[config.mk]
export PLATFORM = sky130hd
export DESIGN_NAME = keypad_scan_fifo_flat
export DESIGN_NICKNAME = d
export VERILOG_FILES = /design/src/rtl/keypad_scan_fifo_if.sv /design/src/rtl/keypad_scan_fifo.sv /design/src/flat_wrapper.sv
export SDC_FILE = /design/constraint.sdc
export NUM_CORES = 1
export LEC_CHECK = 0
export CAP_MARGIN = 25
export CORE_ASPECT_RATIO = 0.5
export CORE_MARGIN = 2
export CORE_UTILIZATION = 50
export CTS_CLUSTER_DIAMETER = 120
export DETAILED_ROUTE_END_ITERATION = 10
export PLACE_DENSITY = 0.7
export SETUP_SLACK_MARGIN = 0.3
export SYNTH_ARGS = -nofsm -noshare
export SYNTH_HDL_FRONTEND = slang
export SYNTH_SLANG_ARGS = --single-unit
[constraint.sdc]
create_clock -name clk -period 11.37 [get_ports clk]
set_clock_uncertainty 0.15 [all_clocks]
set_input_delay 1.7055 -clock clk [delete_from_list [all_inputs] [get_ports clk]]
set_output_delay 1.7055 -clock clk [all_outputs]
set_load 0.01 [all_outputs]
[src/rtl/keypad_scan_fifo_if.sv]
// Event stream from the keypad scanner: {release_flag, key_code} with valid/ready handshake.
interface keypad_scan_fifo_if #(
    parameter int KW = 4
);
    logic [KW:0] ev_data;
    logic        ev_valid;
    logic        ev_ready;

    modport master (output ev_data, output ev_valid, input ev_ready);
    modport slave  (input ev_data, input ev_valid, output ev_ready);
endinterface

[src/rtl/keypad_scan_fifo.sv]
// Matrix keypad scanner: column drive, frame capture, debounce, press/release events into a FIFO.
module keypad_scan_fifo #(
    parameter int ROWS       = 4,
    parameter int COLS       = 4,
    parameter int SCAN_DIV   = 50000,
    parameter int DEBOUNCE   = 3,
    parameter int FIFO_DEPTH = 4,
    localparam int KW        = $clog2(ROWS * COLS)
) (
    input  logic                clk,
    input  logic                rst,
    input  logic [ROWS-1:0]     row,
    output logic [COLS-1:0]     col,
    keypad_scan_fifo_if.master  ev,
    output logic                key_held,
    output logic [KW-1:0]       held_code,
    output logic                overflow
);
    localparam int NK = ROWS * COLS;
    localparam int DW = $clog2(SCAN_DIV);
    localparam int CW = (COLS > 1) ? $clog2(COLS) : 1;
    localparam int FW = $clog2(FIFO_DEPTH);
    localparam int BW = $clog2(DEBOUNCE + 1);

    typedef enum logic [1:0] {CL_NONE, CL_SINGLE, CL_MULTI} cls_t;

    logic [ROWS-1:0] r_row_s1, r_row_s2;
    logic [DW-1:0]   r_div;
    logic [CW-1:0]   r_idx;
    logic [COLS-1:0] r_col;
    logic [NK-1:0]   r_frame;
    logic            r_frame_done;

    logic            w_div_end;
    logic [CW-1:0]   w_idx_next;

    always_ff @(posedge clk or posedge rst) begin
        if (rst) begin
            r_row_s1 <= '1;
            r_row_s2 <= '1;
        end else begin
            r_row_s1 <= row;
            r_row_s2 <= r_row_s1;
        end
    end

    assign w_div_end  = (r_div == DW'(SCAN_DIV - 1));
    assign w_idx_next = (r_idx == CW'(COLS - 1)) ? '0 : r_idx + CW'(1);

    always_ff @(posedge clk or posedge rst) begin
        if (rst) begin
            r_div        <= '0;
            r_idx        <= '0;
            r_col        <= ~COLS'(1);
            r_frame      <= '1;
            r_frame_done <= 1'b0;
        end else begin
            r_frame_done <= 1'b0;
            if (w_div_end) begin
                r_div <= '0;
                for (int unsigned c = 0; c < COLS; c++) begin
                    if (r_idx == CW'(c)) r_frame[c*ROWS +: ROWS] <= r_row_s2;
                end
                r_idx        <= w_idx_next;
                r_col        <= ~(COLS'(1) << w_idx_next);
                r_frame_done <= (r_idx == CW'(COLS - 1));
            end else begin
                r_div <= r_div + DW'(1);
            end
        end
    end

    assign col = r_col;

    // Frame bit index is c*ROWS + r, which is directly the key code.
    cls_t          w_cls;
    logic [KW-1:0] w_code;

    always_comb begin
        w_cls  = CL_NONE;
        w_code = '0;
        for (int unsigned i = 0; i < NK; i++) begin
            if (!r_frame[i]) begin
                if (w_cls == CL_NONE) begin
                    w_cls  = CL_SINGLE;
                    w_code = KW'(i);
                end else begin
                    w_cls = CL_MULTI;
                end
            end
        end
        if (w_cls != CL_SINGLE) w_code = '0;
    end

    cls_t          r_cand_cls, w_cand_cls_next;
    logic [KW-1:0] r_cand_code, w_cand_code_next;
    logic [BW-1:0] r_cnt, w_cnt_next;
    cls_t          r_stable_cls, w_stable_cls_next;
    logic [KW-1:0] r_stable_code, w_stable_code_next;
    logic          w_push;
    logic [KW:0]   w_push_data;

    always_ff @(posedge clk or posedge rst) begin
        if (rst) begin
            r_cand_cls    <= CL_NONE;
            r_cand_code   <= '0;
            r_cnt         <= '0;
            r_stable_cls  <= CL_NONE;
            r_stable_code <= '0;
        end else begin
            r_cand_cls    <= w_cand_cls_next;
            r_cand_code   <= w_cand_code_next;
            r_cnt         <= w_cnt_next;
            r_stable_cls  <= w_stable_cls_next;
            r_stable_code <= w_stable_code_next;
        end
    end

    // Stable update is judged on the post-update candidate/counter so it lands in the same cycle.
    always_comb begin
        w_cand_cls_next    = r_cand_cls;
        w_cand_code_next   = r_cand_code;
        w_cnt_next         = r_cnt;
        w_stable_cls_next  = r_stable_cls;
        w_stable_code_next = r_stable_code;
        w_push             = 1'b0;
        w_push_data        = '0;
        if (r_frame_done) begin
            if (w_cls == r_cand_cls && w_code == r_cand_code) begin
                if (r_cnt != BW'(DEBOUNCE)) w_cnt_next = r_cnt + BW'(1);
            end else begin
                w_cand_cls_next  = w_cls;
                w_cand_code_next = w_code;
                w_cnt_next       = BW'(1);
            end
            if (w_cnt_next == BW'(DEBOUNCE) &&
                (w_cand_cls_next != r_stable_cls || w_cand_code_next != r_stable_code)) begin
                w_stable_cls_next  = w_cand_cls_next;
                w_stable_code_next = w_cand_code_next;
                if (r_stable_cls == CL_SINGLE) begin
                    w_push      = 1'b1;
                    w_push_data = {1'b1, r_stable_code};
                end else if (r_stable_cls == CL_NONE && w_cand_cls_next == CL_SINGLE) begin
                    w_push      = 1'b1;
                    w_push_data = {1'b0, w_cand_code_next};
                end
            end
        end
    end

    logic          r_key_held;
    logic [KW-1:0] r_held_code;

    always_ff @(posedge clk or posedge rst) begin
        if (rst) begin
            r_key_held  <= 1'b0;
            r_held_code <= '0;
        end else begin
            r_key_held  <= (r_stable_cls == CL_SINGLE);
            r_held_code <= (r_stable_cls == CL_SINGLE) ? r_stable_code : '0;
        end
    end

    assign key_held  = r_key_held;
    assign held_code = r_held_code;

    logic [KW:0] r_mem [FIFO_DEPTH];
    logic [FW:0] r_wr, r_rd;
    logic        r_overflow;
    logic        w_empty, w_full, w_pop, w_push_ok;

    assign w_empty   = (r_wr == r_rd);
    assign w_full    = (r_wr[FW] != r_rd[FW]) && (r_wr[FW-1:0] == r_rd[FW-1:0]);
    assign w_pop     = !w_empty && ev.ev_ready;
    assign w_push_ok = w_push && (!w_full || w_pop);

    always_ff @(posedge clk or posedge rst) begin
        if (rst) begin
            for (int unsigned i = 0; i < FIFO_DEPTH; i++) r_mem[i] <= '0;
            r_wr       <= '0;
            r_rd       <= '0;
            r_overflow <= 1'b0;
        end else begin
            if (w_push_ok) begin
                r_mem[r_wr[FW-1:0]] <= w_push_data;
                r_wr                <= r_wr + (FW+1)'(1);
            end
            if (w_pop) r_rd <= r_rd + (FW+1)'(1);
            if (w_push && !w_push_ok) r_overflow <= 1'b1;
        end
    end

    assign ev.ev_data  = r_mem[r_rd[FW-1:0]];
    assign ev.ev_valid = !w_empty;
    assign overflow    = r_overflow;
endmodule

[src/flat_wrapper.sv]
// flat-port wrapper written by rule: the top's interface ports become plain ports
module keypad_scan_fifo_flat 
#(
    parameter int ROWS       = 4,
    parameter int COLS       = 4,
    parameter int SCAN_DIV   = 50000,
    parameter int DEBOUNCE   = 3,
    parameter int FIFO_DEPTH = 4,
    localparam int KW        = $clog2(ROWS * COLS)
)
  (clk, rst, row, col, key_held, held_code, overflow, ev_ev_data, ev_ev_valid, ev_ev_ready);
  keypad_scan_fifo_if #(.KW((4))) ev_i ();
  input  logic clk;
  input  logic rst;
  input  logic [ROWS-1:0] row;
  output logic [COLS-1:0] col;
  output logic key_held;
  output logic [KW-1:0] held_code;
  output logic overflow;
  output wire logic [$bits(ev_i.ev_data)-1:0] ev_ev_data;
  output wire logic [$bits(ev_i.ev_valid)-1:0] ev_ev_valid;
  input wire logic [$bits(ev_i.ev_ready)-1:0] ev_ev_ready;
  assign ev_ev_data = ev_i.ev_data;
  assign ev_ev_valid = ev_i.ev_valid;
  assign ev_i.ev_ready = ev_ev_ready;
  keypad_scan_fifo #(.ROWS(ROWS), .COLS(COLS), .SCAN_DIV(SCAN_DIV), .DEBOUNCE(DEBOUNCE), .FIFO_DEPTH(FIFO_DEPTH)) u_core (.clk(clk), .rst(rst), .row(row), .col(col), .ev(ev_i), .key_held(key_held), .held_code(held_code), .overflow(overflow));
endmodule
Word-level counts from Yosys, hierarchy flattened. Index checks and enable logic that the tools add are counted.

Register bits after elaboration: 93.

Magnitude comparators: 3. Reduce and logical (&&, ||, !) cells: 35. Muxes and demuxes: 87. $add $sub $neg: 5. Bitwise logic cells: 3. Eq/ne operators: 16. Shift-type cells: 1.

Operators with widths (number): $mux W4 (34); $mux W2 (36); $logic_not A2 Y1 (17); $mux W5 (6); $bwmux W20 (1); $add A16 B1 Y16 const B (1); $eq A16 B16 Y1 const B (1); $mux W16 (1); $bmux W5 S2 (1); $demux W5 S2 (1); $reduce_and A2 Y1 (5); $logic_and A1 B1 Y1 (8); $mux W1 (7); $add A3 B1 Y3 const B (2); $eq A2 B1 Y1 const B (3); $eq A2 B2 Y1 const B (3); $ge A3 B3 Y1 const B (2); $not A2 Y3 (2); $add A2 B1 Y2 const B (2); $eq A2 B2 Y1 (2); $eq A4 B4 Y1 (1); $ne A4 B4 Y1 (1); $not A4 Y4 (1); $shl A1 B2 Y4 const A (1); 8 further kinds (11).

Longest topological paths before layout.
Word-level depth: 61. Mapped depth: 16. Gate-level depth less buffers: 13.

Least setup slack after synthesis. OpenSTA, ideal clock, no wires.

Path kind: reg-to-reg. From: reg u_core.r_frame[0]. To: reg u_core.r_mem[11] in the netlist's numbering. Buffers on the path: 2. Stages on the path, launching flop included: 16. Required time: 11.092 ns. Slack: 7.028 ns. Clock period less this slack: 4.342 ns. Data arrival time: 4.064 ns. Cell sequence: dfstp_2 -> inv_1 -> ha_1 -> nand4bb_4 -> o31a_1 -> o221a_1 -> o2111a_2 -> or2_1 -> buf_6 -> o221a_4 -> a211o_1 -> a2111oi_2 -> nand3_2 -> buf_6 -> nor4_4 -> mux2_1.

Cells in the longest elaborated chain, start to end: 59. Elaborated cells between the ends (all ways): 104.

RTL lines: from (decl) (line keypad_scan_fifo.sv:31) `logic [NK-1:0] r_frame;`; from (signal, indexed assignment) (line keypad_scan_fifo.sv:62) `if (r_idx == CW'(c)) r_frame[c*ROWS +: ROWS] <= r_row_s2;`; $mux W1 * (line keypad_scan_fifo.sv:83) `if (!r_frame[i]) begin`; $logic_not A2 Y1 (line keypad_scan_fifo.sv:84) `if (w_cls == CL_NONE) begin`; $mux W2 (line keypad_scan_fifo.sv:84); $mux W2 (line keypad_scan_fifo.sv:83); $logic_not A2 Y1 (line keypad_scan_fifo.sv:84); $mux W2 (line keypad_scan_fifo.sv:84); $mux W2 (line keypad_scan_fifo.sv:83); $logic_not A2 Y1 (line keypad_scan_fifo.sv:84); [43 not listed]; $mux W2 (line keypad_scan_fifo.sv:128) `if (r_frame_done) begin`; $eq A2 B1 Y1 (line keypad_scan_fifo.sv:143) `end else if (r_stable_cls == CL_NONE && w_cand_cls_next == CL_SINGLE) begin`; $logic_and A1 B1 Y1 (line keypad_scan_fifo.sv:143); $mux W4 or $mux W1 (tied branches) (line keypad_scan_fifo.sv:143); $mux W5 or $mux W1 (tied branches) (line keypad_scan_fifo.sv:140) `if (r_stable_cls == CL_SINGLE) begin`; $mux W5 or $mux W1 (tied branches) (line keypad_scan_fifo.sv:136) `if (w_cnt_next == BW'(DEBOUNCE) &&`; $mux W5 or $mux W1 (tied branches) (line keypad_scan_fifo.sv:128); $bwmux W20 or $logic_and A1 B1 Y1 (tied branches) (line keypad_scan_fifo.sv:185, keypad_scan_fifo.sv:175); to (signal, indexed assignment) (line keypad_scan_fifo.sv:185) `r_mem[r_wr[FW-1:0]] <= w_push_data;`; to (decl) (line keypad_scan_fifo.sv:167) `logic [KW:0] r_mem [FIFO_DEPTH];`.

Mark *: on every way between the ends. The rest lies on a longest branch, timed or not. The select of a mux whose other input is x is not followed. A chain may end at the register's enable or synchronous reset.

Worst setup path in the final report.
From: reg u_core.r_frame[0]. To: reg u_core.r_mem[1] in the netlist's numbering.

The elaborated chain is that of the path after synthesis.

==> results by stage <==
Run status:
- The flow ran to the end, and the final reports show no timing, DRC or antenna violations.

CTS:
- The CTS tree is done.
- The count of cells resized by post-cts repair is 0.
- For the worst-skew pair, the clock arrives at the later sink with an insertion delay of 0.35 ns.
- The clock tree synthesis step divided the H-tree into 3 levels.
- The tree built by TritonCTS fans out to 93 sinks.
- The maximum root-to-sink buffer count is 2.
- In this run, post-CTS hold repair placed 0 buffers.
- The register clock-pin slew on the reported worst setup and hold paths is 0.07 ns.
- The number of post-CTS setup repair buffers is 0.
- The number of buffers created by CTS is 9.
- The root buffer selected by CTS is sky130_fd_sc_hd__clkbuf_16.

Place:
- During placement, the flow inserted port buffers numbering 22.
- Summing all placed instances gives a cell area of 0.00562 mm2.
- The final RePlAce weighted congestion is 0.932.
- The HPWL after detailed placement is 7460 um.
- OpenSTA, run right after detailed placement, puts the worst setup slack at 6.47 ns.
- The instance count after placement with tap cells included is 644.

STA:
- Setup repair after global routing left no endpoint under its margin.
- The normalized max-slew margin is 0.430.
- The total negative slack is 0 ns.
- The final count of negative-setup-slack endpoints is 0.
- At the pin with the least slew margin, the transition time is 0.850 ns.
- The maximum operating frequency is 202 MHz.
- The count of final hold-check violations was 0.
- Across all setup checks in the final design, the least slack found is 6.42 ns.
- The share of the clock period used by the worst path is 0.435.
- The final number of max-transition violations is 0.
- For the finished layout, the period the worst path requires is 4.95 ns.
- The worst hold slack is 0.203 ns.

Min path:
- Along the worst hold path, the cell count comes to 0.
- The worst hold path class is reg -> reg.
- The end point of the most critical hold path is u_core.r_row_s2[2].
- The launch point of the worst hold path is u_core.r_row_s1[2].

Routing:
- Dividing the detail-routed wire length by the instance count gives 15.6 um.
- In the routed design, unresolved DRC markers number 0.
- After the first detailed-routing iteration, the DRC count stood at 279.
- The number of detailed-routing iterations run before antenna repair is 4.
- In the detailed route, the total length drawn on met2 is 4430 um.
- The detail route stage leaves a number of antenna-violating nets equal to 0.
- Routed signal wires occupy layers up through met4.
- The length of routed met3 wiring is 323 um.
- The met1 layer wirelength in the final routing is 5470 um.
- The routed via count divided by cell count is 5.56.
- Summed over all layers, the routed wires come to 10,300 um.
- Detailed routing inserted a total of 3,668 vias.

Logic synthesis:
- After synthesis the cells add up to 0.00534 mm2.
- The post-synthesis share of cell area spent on xor and xnor gates is 0.0492.
- The post-synthesis adder-cell area fraction is 0.0417.
- The share of the synthesized area in compound gates (AO/OA/AOI/OAI) is 0.131.
- Sorting the synthesized cells by area gives the leading types as sky130_fd_sc_hd__dfrtp_1 31%, sky130_fd_sc_hd__dfstp_2 13%, sky130_fd_sc_hd__mux2_2 5.9%.
- The most common flop cell mapped by yosys is sky130_fd_sc_hd__dfrtp_1.
- Of the total synthesized cell area, the portion taken by AND, OR, NAND and NOR gates is 0.174.
- The post-synth net total is 529.
- The dominant combinational cell family by area after synthesis is simple AND/OR/NAND/NOR gates.
- The synthesized design contains 93 register bits.
- The portion of synthesized area spent on multiplexers is 0.119.
- In this run, synthesis inferred 0 flip-flops with an integrated enable.
- The synthesis warning total is 0.
- The share of the synthesized area in the top cell type is 0.309.
- The distinct cell type count after synthesis is 72.
- The share of synthesized area occupied by flip-flops and latches is 0.442.
- The cell count after synthesis is 505.
- Of all flip-flops after synthesis, the portion carrying an async set or reset was 1.00.
- The largest area contributor in the synthesized netlist is sky130_fd_sc_hd__dfrtp_1.
- The mean area per synthesized cell is 10.6 um2.

Power and ir drop:
- The static leakage is 2.55 nW.
- The completed layout was analyzed and its total power is 0.698 mW.
- The worst IR drop on VDD is 109 uV.
- Power spread over the standard cell area amounts to 118 mW/mm2.

Worst setup path:
- The endpoint identified for the worst register-to-register timing path is u_core.r_mem[1].
- The slack of the worst reg-to-reg path is 6.42 ns.
- The number of cells on the worst reg-to-reg path is 13.
- The setup path with the least slack is of type reg -> reg.
- The data arrival time of the worst path is 5.03 ns.
- The nature of the critical path startpoint is a register.
- The worst endpoint required time is 11.45 ns.
- The source of the worst register-to-register timing path is u_core.r_frame[0].
- The worst setup path is captured at a register.
- The largest fanout on the critical path is 11.

Global routing:
- The number of global-route vias before repair is 3,590.
- Summed over all layers, the global routing overflow is 0.
- The pin count of the biggest net entering global routing is 53.
- The total track usage is 0.198.
- The initial antenna violation count came to 0.
- The wire length of the first global-routing pass is 18,100 um.

Finish:
- For this run, the share of the core covered by cells in the final layout is 0.574.
- The number of fill cells in the layout is 840.
- Relative to the synthesized area, the layout overhead comes to 10.9%.
- The fraction of final layout cells sized beyond drive strength 1 is 0.190.
- The final net count is 539.
- The finished cells cover 0.00592 mm2.
- The final cell count without fillers is 660.
- The number of inserted diodes is 0.

Floorplan:
- During I/O placement, the number of pins put on the boundary was 23.
- The total core area is 0.0103 mm2.
- The die area is 0.0116 mm2.
- The initial utilization of the core area, before any placement, comes to 0.518.
- The floorplan step set the die height to 77.1 um.
- Measured along the x axis, the die boundary spans 150 um.
- The number of cell rows is 26.

Flow run:
- The number of max-cap violations is 0.
## synth_stat cells (all sizes together), types with 3 or more instances
master and n:
nand2 42, mux2i 4, a211oi 5, clkbuf 16, mux2 42, nor3 15, and2 8, a21o 9
mux4 5, dfrtp 66, or2 4, buf 8, nand2b 4, nand4 3, nor4 8, nor2b 4
ha 17, a21oi 10, o21ai 19, xnor2 16, nand3 27, nor2 40, xor2 14, inv 28
o31ai 5, and3 7, o41ai 3, o22ai 8, a31oi 4, o221a 3, dfstp 27
## registers in the layout (all words and copies together), names as in the netlist
signal / count
u_core.r_stable_code: 4
u_core.r_stable_cls: 2
u_core.col: 4
u_core.r_row_s1: 4
u_core.r_frame: 16
u_core.overflow: 1
u_core.r_cand_cls: 2
u_core.key_held: 1
u_core.r_row_s2: 4
u_core.r_wr: 3
u_core.r_cand_code: 4
u_core.held_code: 4
u_core.r_cnt: 2
u_core.r_idx: 2
u_core.r_frame_done: 1
u_core.r_rd: 3
u_core.r_mem: 20
u_core.r_div: 16
## how the worst max path moves through the flow
| stage | start | to | slack [ns] | depth (start not counted) |
|---|---|---|---|---|
| 2_1_floorplan | u_core.r_frame[0] | u_core.r_mem[11] | 7.03 | 15 |
| 3_3_place_gp | u_core.r_frame[0] | u_core.r_mem[3] | 6.55 | 13 |
| 3_5_place_dp | u_core.r_frame[0] | u_core.r_mem[1] | 6.47 | 13 |
| 4_1_cts | u_core.r_frame[0] | u_core.r_mem[0] | 6.48 | 13 |
| 5_1_grt | u_core.r_frame[0] | u_core.r_mem[2] | 5.99 | 13 |
| 6_report | u_core.r_frame[0] | u_core.r_mem[1] | 6.42 | 13 |
## report_power, final
group	switching [mW]	internal (mW)	total, mW
Sequential	0.0156	0.339	0.355
Clock	0.130	0.172	0.303
Combinational	0.0175	0.0226	0.0401
## layout make-up
class | count | area [um2] | share of cell area
tap | 140 | 175 | 0.0296
multi-input combinational | 360 | 2750 | 0.465
sequential | 93 | 2360 | 0.399
timing repair buffer | 23 | 228 | 0.0385
clock buffer | 10 | 229 | 0.0387
clock inverter | 6 | 70.1 | 0.0118
inverter | 28 | 106 | 0.0180
## layer usage
metal	vias up	track usage
met5	-	0
met4	0	0.0491
met3	8	0.0536
met2	44	0.288
met1	1786	0.292
li1	1830	-
## cells by family after synthesis
group / Yosys count
and+or+nand+nor: 171
DFF: 93
AOI/OAI and AO/OA: 90
buffers and inverters: 52
muxes: 51
xor gates and xnor gates: 30
adders and majority gates: 18
## layout by cell type, fill, tap and decap left out, types with 5 or more instances in the layout
cell and n:
sky130_fd_sc_hd__nand3_1 26, sky130_fd_sc_hd__o22ai_1 8, sky130_fd_sc_hd__mux2_1 12, sky130_fd_sc_hd__o21ai_0 17, sky130_fd_sc_hd__and2_1 8, sky130_fd_sc_hd__clkbuf_16 9
sky130_fd_sc_hd__ha_1 17, sky130_fd_sc_hd__dfrtp_1 66, sky130_fd_sc_hd__a21o_1 9, sky130_fd_sc_hd__nand2_1 41, sky130_fd_sc_hd__clkdlybuf4s50_1 22, sky130_fd_sc_hd__nor2_1 40
sky130_fd_sc_hd__nor3_1 14, sky130_fd_sc_hd__and3_1 7, sky130_fd_sc_hd__mux4_2 5, sky130_fd_sc_hd__xor2_1 14, sky130_fd_sc_hd__a21oi_1 10, sky130_fd_sc_hd__xnor2_1 16
sky130_fd_sc_hd__dfstp_2 27, sky130_fd_sc_hd__mux2_2 28, sky130_fd_sc_hd__o31ai_1 5, sky130_fd_sc_hd__inv_1 26
## critical path, cell delays in order (launching register included)
cell and delay (ns):
sky130_fd_sc_hd__dfstp_2 0.57, sky130_fd_sc_hd__inv_1 0.05, sky130_fd_sc_hd__ha_1 0.38, sky130_fd_sc_hd__nor2_1 0.23, sky130_fd_sc_hd__o22ai_1 0.11, sky130_fd_sc_hd__o311a_1 0.39, sky130_fd_sc_hd__o2111a_2 0.33, sky130_fd_sc_hd__nor3_1 0.50
sky130_fd_sc_hd__nor3_1 0.14, sky130_fd_sc_hd__a211o_1 0.28, sky130_fd_sc_hd__a2111oi_2 0.37, sky130_fd_sc_hd__nand3_2 0.39, sky130_fd_sc_hd__nor4_4 0.55, sky130_fd_sc_hd__mux2_2 0.39
No activity file was read; power rests on OpenSTA's default activity.
